File: src/rtl/nibbler_disp_scan.sv
// Nibbler CPU 4-digit multiplexed common-anode 7-segment display scanner.
// Define NIBBLER_FLAGS_DP_EN to show CARRY/ZERO on the decimal points of digits 0/1.
module nibbler_disp_scan #(
  parameter int SCAN_DIV  = 1024,
  parameter int BLANK_CYC = 16
) (
  input  logic       clk,
  input  logic       reset,
  input  logic [3:0] OUT_0,
  input  logic [3:0] OUT_1,
  input  logic [3:0] OUT_2,
  input  logic [3:0] A,
  input  logic       CARRY,
  input  logic       ZERO,
  output logic [6:0] seg,
  output logic       dp,
  output logic [3:0] an,
  output logic       frame_tick
);

  localparam int CW = (SCAN_DIV > 2) ? $clog2(SCAN_DIV) : 1;
  localparam logic [CW-1:0] C_LAST  = CW'(SCAN_DIV - 1);
  localparam logic [CW-1:0] C_BLANK = CW'(BLANK_CYC);

  generate
    if (SCAN_DIV < 2 || BLANK_CYC < 0 || BLANK_CYC >= SCAN_DIV) begin : g_bad_params
      $error("nibbler_disp_scan: need SCAN_DIV >= 2 and 0 <= BLANK_CYC < SCAN_DIV");
    end
  endgenerate

  typedef enum logic {INIT, SCAN} state_t;

  state_t        state, state_next;
  logic [CW-1:0] c, c_next;
  logic [1:0]    d, d_next;
  logic          capture;
  logic          cap_flag;
  logic [3:0]    snap_a, snap_o0, snap_o1, snap_o2;
  logic          lit;
  logic [3:0]    digit_val;
  logic [3:0]    an_next;
  logic [6:0]    seg_next;
  logic          dp_next;

  function automatic logic [6:0] hex7(input logic [3:0] v);
    case (v)
      4'h0: hex7 = 7'b1000000;
      4'h1: hex7 = 7'b1111001;
      4'h2: hex7 = 7'b0100100;
      4'h3: hex7 = 7'b0110000;
      4'h4: hex7 = 7'b0011001;
      4'h5: hex7 = 7'b0010010;
      4'h6: hex7 = 7'b0000010;
      4'h7: hex7 = 7'b1111000;
      4'h8: hex7 = 7'b0000000;
      4'h9: hex7 = 7'b0010000;
      4'hA: hex7 = 7'b0001000;
      4'hB: hex7 = 7'b0000011;
      4'hC: hex7 = 7'b1000110;
      4'hD: hex7 = 7'b0100001;
      4'hE: hex7 = 7'b0000110;
      default: hex7 = 7'b0001110;
    endcase
  endfunction

  always_ff @(posedge clk) begin
    if (reset) begin
      state <= INIT;
    end else begin
      state <= state_next;
    end
  end

  always_comb begin
    state_next = state;
    c_next     = c;
    d_next     = d;
    capture    = 1'b0;
    case (state)
      INIT: begin
        capture    = 1'b1;
        c_next     = '0;
        d_next     = 2'd0;
        state_next = SCAN;
      end
      default: begin
        if (c == C_LAST) begin
          c_next  = '0;
          d_next  = d + 2'd1;
          capture = (d == 2'd3);
        end else begin
          c_next = c + 1'b1;
        end
      end
    endcase
  end

  always_ff @(posedge clk) begin
    if (reset) begin
      c       <= '0;
      d       <= 2'd0;
      snap_a  <= 4'h0;
      snap_o0 <= 4'h0;
      snap_o1 <= 4'h0;
      snap_o2 <= 4'h0;
    end else begin
      c <= c_next;
      d <= d_next;
      if (capture) begin
        snap_a  <= A;
        snap_o0 <= OUT_0;
        snap_o1 <= OUT_1;
        snap_o2 <= OUT_2;
      end
    end
  end

`ifdef NIBBLER_FLAGS_DP_EN
  logic snap_carry, snap_zero;

  always_ff @(posedge clk) begin
    if (reset) begin
      snap_carry <= 1'b0;
      snap_zero  <= 1'b0;
    end else if (capture) begin
      snap_carry <= CARRY;
      snap_zero  <= ZERO;
    end
  end

  always_comb begin
    dp_next = 1'b1;
    if (lit && ((d == 2'd0 && snap_carry) || (d == 2'd1 && snap_zero))) begin
      dp_next = 1'b0;
    end
  end
`else
  logic unused_flags;
  assign unused_flags = CARRY ^ ZERO;
  assign dp_next      = 1'b1;
`endif

  // Anodes stay dark during INIT and the first BLANK_CYC cycles of each digit period.
  always_comb begin
    lit       = (state == SCAN) && (c >= C_BLANK);
    digit_val = snap_a;
    case (d)
      2'd0:    digit_val = snap_a;
      2'd1:    digit_val = snap_o0;
      2'd2:    digit_val = snap_o1;
      default: digit_val = snap_o2;
    endcase
    seg_next = hex7(digit_val);
    an_next  = 4'b1111;
    if (lit) begin
      an_next[d] = 1'b0;
    end
  end

  always_ff @(posedge clk) begin
    if (reset) begin
      an         <= 4'b1111;
      seg        <= 7'b1111111;
      dp         <= 1'b1;
      cap_flag   <= 1'b0;
      frame_tick <= 1'b0;
    end else begin
      an         <= an_next;
      dp         <= dp_next;
      cap_flag   <= capture;
      frame_tick <= cap_flag;
      if (lit) begin
        seg <= seg_next;
      end
    end
  end

endmodule

File: config.mk
export PLATFORM = sky130hd
export DESIGN_NAME = nibbler_disp_scan
export DESIGN_NICKNAME = d
export VERILOG_FILES = /design/src/rtl/nibbler_disp_scan.sv
export SDC_FILE = /design/constraint.sdc
export NUM_CORES = 1
export LEC_CHECK = 0
export BUFFER_PORTS_ARGS = -buffer_cell sky130_fd_sc_hd__buf_2
export CORE_MARGIN = 2
export CORE_UTILIZATION = 35
export DETAILED_ROUTE_END_ITERATION = 7
export PLACE_DENSITY_LB_ADDON = 0.15
export SETUP_SLACK_MARGIN = 0.05
export SYNTH_ARGS = -nofsm -noshare
export SYNTH_HDL_FRONTEND = slang
export SYNTH_SLANG_ARGS = --single-unit
File: constraint.sdc
create_clock -name clk -period 5.59 [get_ports clk]
set_clock_uncertainty 0.05 [all_clocks]
set_input_delay 0.559 -clock clk [delete_from_list [all_inputs] [get_ports clk]]
set_output_delay 0.559 -clock clk [all_outputs]
set_load 0.1 [all_outputs]
# Word-level counts from Yosys, hierarchy flattened
# Memory sizes are Yosys's and may differ from the RTL's. A register that Yosys moved wholly into a read port is not among the register bits.
# Cells that the tools add are included.
# classes
add_sub_neg	2
multipliers	0
n_div	0
order_cmp	3
eq_ne	4
shifts	0
muxes	6
n_bitwise	3
reduce_logical	6
# ops
op	n
$pmux W4 S3	1
$add A10 B1 Y10 const B	1
$eq A10 B10 Y1 const B	1
$ge A10 B5 Y1 const B	1
$eq A2 B2 Y1 const B	2
$mux W1	4
$not A4 Y4	1
$reduce_or A2 Y1	2
$lt A2 B3 Y1 const B	1
$reduce_or A3 Y1	1
$add A2 B1 Y2 const B	1
$demux W1 S2	1
$eq A2 B1 Y1 const B	1
$ge A2 B1 Y1 const B	1
$logic_and A1 B1 Y1	2
$logic_not A2 Y1	1
$not A1 Y1	2
# totals
ff_bits	35
latch_bits	0
mem_bits_rw	0
romBits	112
input_bits	20
out_inout_bits	13
word_cells	35
memories	1
# mem_list
memory	words	width	read_ports	rd_clocked_by_memory_dff	wr	line_no	source
(name not given)	16	7	1	1	0	46	case (v)

# Longest topological paths before layout
# Gate-level depths: netlist of run 1.
# depth
ltp_word	5
depth_mapped	9
mapped_depth_nobuf	9

# Least setup slack after synthesis of run 1
# Ideal clock, no wire load.
# synth_timing
path_kind	register to register
start	reg d[1]
end	reg seg[3]
setup_ps	114
arrival_ps	1937
required_time_ps	5426
path_slack_ps	3489
stages_incl_launch_ff	9
n_path_buf	1
period_less_slack_ps	2101
cell_sequence	dfxtp_1 > ha_1 > clkbuf_1 > mux2i_1 > inv_1 > ha_1 > mux2i_1 > a31oi_1 > a21o_1
# synth_between
elab_chain_len	2
elab_cells_between_ends	4
classes_between	eq/ne: 2; mux: 1; reduce/logical: 1
# synth_lines
item	line_no	source
start, declared	35	logic [1:0] d, d_next;
start signal, assigned	108	d <= d_next;
$eq A2 B2 Y1, or another cell as far along	147	case (d)
$pmux W4 S3 *	147	
end, declared	15	output logic [6:0] seg,
# Every way passes the cells marked *; elsewhere a longest branch is shown, timed or not.
# A chain may end at the register's enable or synchronous reset.

# Worst setup path in the final report of run 1
# layout_timing
start	reg d[0]
end	reg seg[0]
# Same word-level chain as after synthesis.

==> results of run 1 <==
## through the flow
step,power [mW],area (µm²)
floorplan,0.355,1960
global placement,0.366,2130
detailed placement,0.367,2130
CTS,0.607,2240
global route,0.627,2240
finish,0.599,2240
## kinds of logic (layout without fill, tap and decap cells)
logic type	after synthesis	after routing	share of synthesized area [%]
xor gates and xnor gates	10	10	4.46
buffers and inverters	25	52	6.06
and+or+nand+nor	79	79	17.6
muxes	9	9	4.72
DFF	42	42	42.9
other	1	1	0.191
adders and majority gates	13	13	8.29
AOI/OAI and AO/OA	42	42	15.8
## worst register-to-register path, delay by kind of cell, from the launching register on
family | cells | cell delay [ps]
fa+ha+maj | 1 | 290
simple gates | 1 | 200
flops | 1 | 350
mux | 1 | 760
buf+inv | 1 | 120
compound gates | 3 | 580
## power by group through the flow
stage	Combinational (mW)	Clock, mW	Sequential (mW)
global placement	0.0474	0	0.319
global route	0.0537	0.260	0.313
finish	0.0475	0.240	0.312
detailed placement	0.0478	0	0.319
floorplan	0.0349	0	0.320
CTS	0.0480	0.247	0.312
## final cells by class
type	count	area share, %
timing repair buffer	29	6.47
tap	72	4.01
sequential	42	37.5
multi-input combinational	154	44.6
clock inverter	2	1.67
clock buffer	6	3.23
inverter	15	2.51
## state kept, by name, summed over array words and instances, names as in the netlist
| name | flops |
|---|---|
| seg | 7 |
| snap_o1 | 4 |
| snap_a | 4 |
| c | 10 |
| snap_o0 | 4 |
| snap_o2 | 4 |
| d | 2 |
| an | 4 |
| cap_flag | 1 |
| frame_tick | 1 |
| state | 1 |
## cells in the mapped netlist, drive strengths merged (2+ instances only)
library cell	instances	area (µm²)
xor2	6	52.6
and4	2	17.5
a222oi	4	40.0
clkbuf	4	15.0
buf	6	47.5
inv	15	56.3
a21oi	20	100
and3	2	12.5
nand4	2	12.5
mux2	2	22.5
xnor2	4	35.0
mux2i	7	70.1
o21ai	5	36.3
a221oi	4	53.8
dfxtp	42	841
nor2	21	78.8
nand2	42	158
o31ai	2	20.0
a31oi	2	12.5
ha	13	163
nand3	7	40.0
## layer usage
layer  vias to the layer above  wire length, µm
met5                         -                0
met4                         0               78
met3                         8              133
met2                        29             1730
met1                       690             1930
li1                        792                -
## worst min-delay path by stage
stage	endpoint	slack, ps	depth (start not counted)
5_1_grt	frame_tick	410	1
3_3_place_gp	frame_tick	370	1
4_1_cts	frame_tick	400	1
3_5_place_dp	frame_tick	380	1
6_report	frame_tick	390	1
2_1_floorplan	frame_tick	360	1
==> parameters.txt, run 1 <==
Parameter                              Value

Clock network
  Max clock buf depth ... 2
  Clock root buffer ... sky130_fd_sc_hd__clkbuf_8
  Clock sink count ... 42
  Clock tree from TritonCTS ... built
  Number of setup buffers added after CTS ... 0
  Number of gates resized after CTS ... 0
  Worst skew pair latency ... 300 ps
  CTS Buf Count ... 5
  CTS H-Tree Depth ... 2
  Quantity of hold-fixing buffers added after cts ... 0
  Reg clk slew, reported paths ... 80 ps

Global route
  Global-route wire length before repair ... 6570 µm
  Overall Global Routing Usage ... 13.5%
  Pin count of the biggest net entering global routing ... 26
  Met3 capacity usage during global routing ... 3.18%
  Overflow left after global routing ... 0
  Met1 track utilization from global routing ... 17.1%
  Initial antenna violation count ... 0
  Vias in the first global route ... 1478
  GR Layer Usage met2 ... 21.3%
  Layer carrying the most global-route usage ... met2

Run
  Max Cap Viol ... 0

Final layout
  Number of fillers in the final layout ... 587
  Number of cells in the finished layout apart from fillers ... 320
  Ant diodes ... 0
  Share of the core filled with cells ... 41.0%
  Area grow syn2layout ... 14.4%
  Fraction of layout instances using a drive strength above 1 ... 19.0%
  Most frequent cells in the layout ... 42 x sky130_fd_sc_hd__nand2_1, 42 x sky130_fd_sc_hd__dfxtp_1, 29 x sky130_fd_sc_hd__buf_2
  Final net count ... 280
  Combined area of the multi-input logic cells ... 1000 µm²
  Register Area ... 841 µm²

Critical path
  R2r worst-path depth ... 7
  Critical Path, Cell by Cell ... inv_1, ha_1, a222oi_1, mux2i_1, nor2_1, a221oi_1, o21ai_1
  Critical R2R Capture ... seg[0]
  Critical-path maximum fanout ... 11
  Flop2flop setup slack ... 3120 ps
  Critical path required time ... 5700 ps
  Worst setup path endpoint ... seg[0]
  Launching element type of the critical path ... register
  Reg-to-Reg Start ... d[0]
  Worst path slowest cell ... sky130_fd_sc_hd__mux2i_1
  Sum of buffers and inverters on the critical path ... 1
  Crit path depth ... 7
  Crit path launch ... d[0]
  Slowest stage delay, CP ... 760 ps
  Worst endpoint data arrival time ... 2580 ps
  Critical path class ... register to register
  CP delay by family, top ... multiplexers
  Kind of end point of the critical path ... register

Timing
  Number of endpoints with negative hold slack in the final report ... 0
  Final Cycle Share ... 44.2%
  Unrepaired setup endpoints after global routing ... no
  Final number of setup-violating endpoints ... 0
  Transition time at the pin with the least slew margin ... 994 ps
  Fmax ... 0.405 GHz
  Final setup slack of the worst path ... 3120 ps
  Relative slew slack ... 31.8%
  Total negative setup slack ... 0 ps
  Max Transition Viols Final ... 0
  Shortest period the worst path allows ... 2470 ps
  WHS ... 393 ps

Detailed routing
  Post-detailed-routing wire length ... 3870 µm
  Routed vias/inst ... 4.75
  Final ANT Viol Nets ... 0
  DR iter-0 viols ... 46
  DR DRC count ... 0
  Total iterations of the first detailed-routing run ... 4
  Via count ... 1519
  Average wire length per cell after detail routing ... 12.1 µm

Placed design
  HPWL after detailed placement ... 2750 µm
  Weighted congestion reported at the end of routability-driven placement ... 0.819
  Instance count after placement with tap cells included ... 312
  Count of port buffers added during placement ... 29
  Post-placement worst setup slack ... 3120 ps

Pwr
  Static power due to leakage ... 0.890 nW
  Power density cells ... 267 nW/µm²
  Maximum vdd drop ... 0.000117 V
  Proportion of total power due to net switching ... 23.7%
  Switching power ... 142 µW
  Share of power burned in registers ... 52.1%
  Combinational Power Share ... 7.9%
  Power Internal ... 457 µW
  Part of the total power dissipated in the clock network ... 40.0%

Synth
  Proportion of synthesized flip-flops having asynchronous set or reset ... 0%
  Yosys warnings ... 0
  Sequential-to-total area share from yosys stat ... 42.9%
  Synthesized instance count ... 221
  Area of the mapped netlist ... 1960 µm²
  Post-Synthesis Net Count ... 254
  Syn_area_per_cell ... 8.88 µm²
  Synth Flop Type ... sky130_fd_sc_hd__dfxtp_1
  Seq cells post-synth ... 42
  Post-synthesis cell type count ... 36
  Number of enable flip-flop cells after synthesis ... 0

Floorplan
  Number of core rows ... 27
  Io pins ... 33
  Overall die area ... 6220 µm²
  Core region area ... 5470 µm²
  Die Span X ... 78.9 µm
  Chip height ... 78.9 µm
  Starting utilization of the core area ... 35.8%

Outcome
  Result of the run ... completed

Worst hold path
  Worst hold path class ... register to register
  Worst min-delay path startpoint ... cap_flag
(Power assumes the default switching activity.)
==> run 2: changes to the inputs <==
Clock period 5.59 ns to 2.45 ns, I/O delays scaled along.
==> run 2 against run 1 <==
Against the previous run: via count did not move; cell area rose by 2.7%; die area did not move; worst setup slack got worse by 2900 ps; register-to-register slack got worse by 2900 ps; worst hold slack got worse by 260 ps; core utilization rose by 1.1 points; first-iteration DRC count rose by 13%; wire length fell by 0.21%; count of clock-buffer cells in the layout did not move; critical endpoint is now seg[5]; non-clock buffer count rose by 6; flip-flop and latch count did not move; highest routed layer unchanged.
==> parameters.txt, run 2 (synthesized netlist as in run 1, its figures left out) <==
Parameter                              Value

Outcome
  Result of the run ... completed

Final layout
  Area grow syn2layout ... 17.5%
  Register bank with the most flops ... c
  Share of the core filled with cells ... 42.1%
  Number of flip-flops in the largest register ... 10
  Ant diodes ... 0
  Most frequent cells in the layout ... 42 x sky130_fd_sc_hd__nand2_1, 40 x sky130_fd_sc_hd__dfxtp_1, 29 x sky130_fd_sc_hd__buf_2
  Fraction of layout instances using a drive strength above 1 ... 23.6%
  Most common cell after layout, fill and taps aside ... sky130_fd_sc_hd__nand2_1
  Design area ... 2300 µm²
  Final net count ... 286
  Largest registers in the final layout ... c x10, seg x7

Detailed routing
  Post-detailed-routing wire length ... 3860 µm
  Total iterations of the first detailed-routing run ... 4
  Via count ... 1519
  Routed vias/inst ... 4.66
  DR iter-0 viols ... 52
  DR DRC count ... 0
  Final ANT Viol Nets ... 0
  Average wire length per cell after detail routing ... 11.8 µm

Clock network
  Worst skew pair latency ... 290 ps
  CTS H-Tree Depth ... 2
  Clock root buffer ... sky130_fd_sc_hd__clkbuf_8
  Reg clk slew, reported paths ... 80 ps
  Quantity of hold-fixing buffers added after cts ... 0
  Clock sink count ... 42
  Clock tree from TritonCTS ... built
  Max clock buf depth ... 2
  CTS Buf Count ... 5

Global route
  Vias in the first global route ... 1482
  Overflow left after global routing ... 0
  Initial antenna violation count ... 0
  Pin count of the biggest net entering global routing ... 26
  Overall Global Routing Usage ... 13.6%
  Global-route wire length before repair ... 6550 µm

Placed design
  HPWL after detailed placement ... 2760 µm
  Weighted congestion reported at the end of routability-driven placement ... 0.830
  Count of port buffers added during placement ... 29
  Area after DPL ... 2160 µm²
  Post-placement worst setup slack ... 33.3 ps

Timing
  Transition time at the pin with the least slew margin ... 588 ps
  Number of endpoints with negative hold slack in the final report ... 0
  Total negative setup slack ... 0 ps
  Max Transition Viols Final ... 0
  Relative slew slack ... 59.7%
  Final setup slack of the worst path ... 205 ps
  Fmax ... 0.445 GHz
  Shortest period the worst path allows ... 2240 ps
  Final Cycle Share ... 91.6%
  Final number of setup-violating endpoints ... 0
  Unrepaired setup endpoints after global routing ... no

Floorplan
  Number of core rows ... 27
  Die Span X ... 78.9 µm
  Chip height ... 78.9 µm
  Overall die area ... 6220 µm²
  Core region area ... 5470 µm²
  Io pins ... 33
  Starting utilization of the core area ... 35.8%

Critical path
  Launching element type of the critical path ... register
  Critical R2R Capture ... seg[5]
  R2r worst-path depth ... 9
  Critical-path maximum fanout ... 6
  Critical path required time ... 2580 ps
  Flop2flop setup slack ... 210 ps
  Reg-to-Reg Start ... d[0]
  Worst endpoint data arrival time ... 2370 ps
  Critical path class ... register to register
  Kind of end point of the critical path ... register
  Crit path launch ... d[0]
  Worst setup path endpoint ... seg[5]

Worst hold path
  Worst hold path class ... input pin to register
  Hold path cells ... 3

Pwr
  Power density cells ... 593 nW/µm²
  Overall Power ... 1.37 mW
  Maximum vdd drop ... 0.000287 V
  Static power due to leakage ... 0.923 nW

Run
  Max Cap Viol ... 0
## run 2: repair_timing
action | CTS | global route
resized for setup | 1 | 6
setup buffers | 0 | 2
pin swaps | 1 | 2
endpoints found under the setup margin | 2 | 6
## run 2: per-stage QoR
step / hold WS [ps] / cells
after CTS: 124 / 324
after detailed placement: 372 / 316
after global routing: 126 / 326
after floorplan: 335 / 221
final: 131 / 326
after global placement: 368 / 316
## run 2: area by class of cell
type	instances	area [µm²]
Fill cell	592	3170
Multi-Input combinational cell	154	1010
Sequential cell	42	843
Timing Repair Buffer	35	190
Tap cell	72	90.1
Clock buffer	6	72.6
Inverter	15	56.3
Clock inverter	2	37.5
## run 2: worst min-delay path by stage
| stage | start | endpoint | slack (ps) |
|---|---|---|---|
| 2_1_floorplan | A[0] | snap_a[0] | 340 |
| 6_report | OUT_0[2] | snap_o0[2] | 130 |
| 3_5_place_dp | cap_flag | frame_tick | 370 |
| 3_3_place_gp | cap_flag | frame_tick | 370 |
| 4_1_cts | OUT_0[3] | snap_o0[3] | 120 |
| 5_1_grt | OUT_1[0] | snap_o1[0] | 130 |
## run 2: where the power goes
| group | switching (mW) | total (mW) | leakage (nW) | internal, mW |
|---|---|---|---|---|
| registers | 0.0118 | 0.712 | 0.344 | 0.701 |
| logic | 0.0714 | 0.114 | 0.527 | 0.0431 |
| clock network | 0.236 | 0.540 | 0.0514 | 0.304 |
| total | 0.319 | 1.37 | 0.923 | 1.05 |
## run 2: critical path, cell delays in order, from the launching register on
cell and delay (ps):
sky130_fd_sc_hd__dfxtp_2 360, sky130_fd_sc_hd__inv_1 80, sky130_fd_sc_hd__ha_2 230, sky130_fd_sc_hd__a222oi_1 400
sky130_fd_sc_hd__mux2i_2 220, sky130_fd_sc_hd__ha_1 280, sky130_fd_sc_hd__inv_1 60, sky130_fd_sc_hd__a21oi_1 90
sky130_fd_sc_hd__a221oi_2 270, sky130_fd_sc_hd__o21ai_1 90
## run 2: routing by layer
metal / up-vias / wire, µm / track usage [%]
met1: 680 / 2000 / 17.4
met5: - / 0 / 0
li1: 802 / - / -
met3: 8 / 129 / 2.73
met4: 0 / 88 / 7.24
met2: 29 / 1640 / 21.5
==> run 3: changes to the inputs <==
Settings changed: ABC_AREA set to 1, BUFFER_PORTS_ARGS -buffer_cell sky130_fd_sc_hd__buf_2 to -buffer_cell sky130_fd_sc_hd__buf_4.
==> run 3 against run 2 <==
Against the previous run: wire length increased by 11%; sequential power barely moved; first-iteration DRC count increased by 71%; core utilization rose by 0.36 points; via count increased by 19%; cell area is 8.5% higher; clock power shrank 1%; register-to-register slack better by 140 ps; global-route usage is 0.96 points higher; combinational power grew 16%; fmax is 6.6% higher.
==> parameters.txt, run 3 <==
Parameter                              Value

Global route
  Pin count of the biggest net entering global routing ... 28
  Initial antenna violation count ... 0
  Vias in the first global route ... 1724
  Global-route wire length before repair ... 7640 µm
  Overall Global Routing Usage ... 14.5%
  Overflow left after global routing ... 0

Floorplan
  Chip height ... 81.8 µm
  Core region area ... 5890 µm²
  Number of core rows ... 28
  Die Span X ... 81.8 µm
  Io pins ... 33
  Overall die area ... 6690 µm²
  Starting utilization of the core area ... 36.0%

Final layout
  Most common cell after layout, fill and taps aside ... sky130_fd_sc_hd__nand2_1
  Final net count ... 348
  Area grow syn2layout ... 17.9%
  Register bank with the most flops ... c
  Fraction of layout instances using a drive strength above 1 ... 19.9%
  Share of the core filled with cells ... 42.5%
  Largest registers in the final layout ... c x10, seg x7
  Ant diodes ... 0
  Number of flip-flops in the largest register ... 10
  Most frequent cells in the layout ... 82 x sky130_fd_sc_hd__nand2_1, 42 x sky130_fd_sc_hd__dfxtp_1, 31 x sky130_fd_sc_hd__nand3_1, 31 x sky130_fd_sc_hd__buf_4, 26 x sky130_fd_sc_hd__inv_1
  Number of fillers in the final layout ... 624

Synth
  Count leader, synth ... sky130_fd_sc_hd__nand2_1
  Number of enable flip-flop cells after synthesis ... 0
  Combinational family with the most area after synthesis ... simple AND/OR/NAND/NOR gates
  Yosys top cell area share ... 39.7%
  Largest cells by area after synthesis ... sky130_fd_sc_hd__dfxtp_1 40%, sky130_fd_sc_hd__nand2_1 15%, sky130_fd_sc_hd__ha_1 7.7%
  Post-Synthesis Net Count ... 318
  Seq cells post-synth ... 42
  Simple-gate share of the synthesized area ... 31.6%
  Synth Flop Type ... sky130_fd_sc_hd__dfxtp_1
  Area of the mapped netlist ... 2120 µm²
  Proportion of synthesized flip-flops having asynchronous set or reset ... 0%
  Adder and majority cell fraction of the synthesized area ... 7.67%
  Synthesized instance count ... 285
  Compound-gate portion of the synthesized area ... 13.0%
  Cell taking the most area after synthesis ... sky130_fd_sc_hd__dfxtp_1
  Ranking of synthesized cells by instance count ... 82 x sky130_fd_sc_hd__nand2_1, 42 x sky130_fd_sc_hd__dfxtp_1, 31 x sky130_fd_sc_hd__nand3_1, 26 x sky130_fd_sc_hd__inv_1, 20 x sky130_fd_sc_hd__a21oi_1
  Sequential-to-total area share from yosys stat ... 39.7%
  Post-synthesis cell type count ... 27
  Fraction of synthesized area in multiplexers ... 0%
  XOR/XNOR Fraction of Synth Area ... 0.413%
  Syn_area_per_cell ... 7.44 µm²
  Yosys warnings ... 0

Clock network
  Worst skew pair latency ... 290 ps
  Quantity of hold-fixing buffers added after cts ... 0
  Number of gates resized after CTS ... 0
  Clock tree from TritonCTS ... built
  Clock sink count ... 42
  CTS Buf Count ... 5
  Max clock buf depth ... 2
  CTS H-Tree Depth ... 2
  Clock root buffer ... sky130_fd_sc_hd__clkbuf_8
  Number of setup buffers added after CTS ... 0
  Reg clk slew, reported paths ... 80 ps

Detailed routing
  DR iter-0 viols ... 89
  Routed vias/inst ... 4.63
  Post-detailed-routing wire length ... 4290 µm
  DR DRC count ... 0
  Via count ... 1809
  Average wire length per cell after detail routing ... 11.0 µm
  Final ANT Viol Nets ... 0
  Total iterations of the first detailed-routing run ... 4

Timing
  Transition time at the pin with the least slew margin ... 551 ps
  Relative slew slack ... 63.3%
  Shortest period the worst path allows ... 2110 ps
  Max Transition Viols Final ... 0
  Final number of setup-violating endpoints ... 0
  Number of endpoints with negative hold slack in the final report ... 0
  Final Cycle Share ... 86.0%
  Fmax ... 0.475 GHz
  Total negative setup slack ... 0 ps
  Unrepaired setup endpoints after global routing ... no

Critical path
  Worst endpoint data arrival time ... 2290 ps
  Critical path class ... register to register
  Crit path launch ... d[1]
  R2r worst-path depth ... 12
  Reg-to-Reg Start ... d[1]
  Critical-path maximum fanout ... 7
  Kind of end point of the critical path ... register
  Launching element type of the critical path ... register
  Critical R2R Capture ... seg[5]
  Critical path required time ... 2630 ps
  Worst setup path endpoint ... seg[5]
  Flop2flop setup slack ... 340 ps

Pwr
  Maximum vdd drop ... 0.000325 V
  Power density cells ... 550 nW/µm²
  Static power due to leakage ... 1.10 nW

Worst hold path
  Worst hold path class ... input pin to register

Placed design
  Count of port buffers added during placement ... 29
  HPWL after detailed placement ... 3210 µm
  Weighted congestion reported at the end of routability-driven placement ... 0.800

Run
  Max Cap Viol ... 0

Outcome
  Result of the run ... completed
## run 3: cell types whose count changed after synthesis, moves of 6 or more
cell and delta:
sky130_fd_sc_hd__nand2_1 +40, sky130_fd_sc_hd__nand3_1 +25, sky130_fd_sc_hd__a21oi_2 +11, sky130_fd_sc_hd__inv_1 +11, sky130_fd_sc_hd__nand2_2 +10, sky130_fd_sc_hd__o21ai_0 +10, sky130_fd_sc_hd__nor2_1 -8, sky130_fd_sc_hd__mux2i_1 -7
sky130_fd_sc_hd__xor2_1 -6
## run 3: worst max-delay path: stages (launching register included)
cell                      delay, ps
sky130_fd_sc_hd__dfxtp_1        400
sky130_fd_sc_hd__ha_1           350
sky130_fd_sc_hd__inv_2          120
sky130_fd_sc_hd__nand2_1        100
sky130_fd_sc_hd__nor2_1          50
sky130_fd_sc_hd__a21oi_1        280
sky130_fd_sc_hd__ha_1           240
sky130_fd_sc_hd__nand3_1        130
sky130_fd_sc_hd__nand2_1         90
sky130_fd_sc_hd__nand2_1         50
sky130_fd_sc_hd__nand2_1         70
sky130_fd_sc_hd__nand2_1         60
sky130_fd_sc_hd__nand2_1         50
## run 3: layout make-up
cell class | count | area, µm² | share of cell area (%)
flip-flops and latches | 42 | 841 | 33.6
well taps | 75 | 93.8 | 3.75
clock buffers | 7 | 76.3 | 3.05
inverters | 28 | 105 | 4.20
multi-input cells | 207 | 1120 | 44.8
repair buffers | 31 | 233 | 9.31
clock inverters | 1 | 30.0 | 1.20
## run 3: worst min-delay path by stage
stage	from	end	slack, ps	cells after the start
after global routing	A[0]	snap_a[0]	150	3
after global placement	cap_flag	frame_tick	350	2
final	A[0]	snap_a[0]	160	3
after floorplan	A[0]	snap_a[0]	330	2
after detailed placement	cap_flag	frame_tick	340	2
after CTS	A[0]	snap_a[0]	150	3
## run 3: stage by stage
| step | hold WS, ps | setup slack [ps] | area, µm² | instances | total power, mW |
|---|---|---|---|---|---|
| floorplan | 331 | 629 | 2120 | 285 | 0.821 |
| global placement | 353 | 369 | 2390 | 383 | 0.860 |
| detailed placement | 345 | 382 | 2390 | 383 | 0.860 |
| CTS | 150 | 352 | 2500 | 391 | 1.39 |
| global route | 150 | 81.9 | 2500 | 391 | 1.44 |
| finish | 156 | 344 | 2500 | 391 | 1.38 |
## run 3: kinds of logic (layout without fill, tap and decap cells)
logic type | Yosys count | count (layout)
other | 1 | 1
buffers and inverters | 36 | 67
adder cells (fa/ha/maj) | 13 | 13
XOR/XNOR | 1 | 1
AND/OR/NAND/NOR | 147 | 147
AO/OA/AOI/OAI | 45 | 45
flip-flops | 42 | 42
## run 3: report_power, final
part	total, mW	leakage [nW]	internal (mW)	switching [mW]
logic	0.132	0.707	0.0510	0.0806
registers	0.712	0.343	0.701	0.0109
clock network	0.532	0.0524	0.305	0.227
total	1.38	1.10	1.06	0.319
## run 3: per-layer routing
| metal | routed length [µm] | part of all wire, % | GRT usage [%] | vias to the layer above |
|---|---|---|---|---|
| li1 | - | - | - | 974 |
| met5 | 0 | 0 | 0 | - |
| met3 | 191 | 4.4 | 3.30 | 4 |
| met4 | 36 | 0.84 | 4.00 | 0 |
| met2 | 1870 | 44 | 23.4 | 37 |
| met1 | 2200 | 51 | 19.5 | 794 |
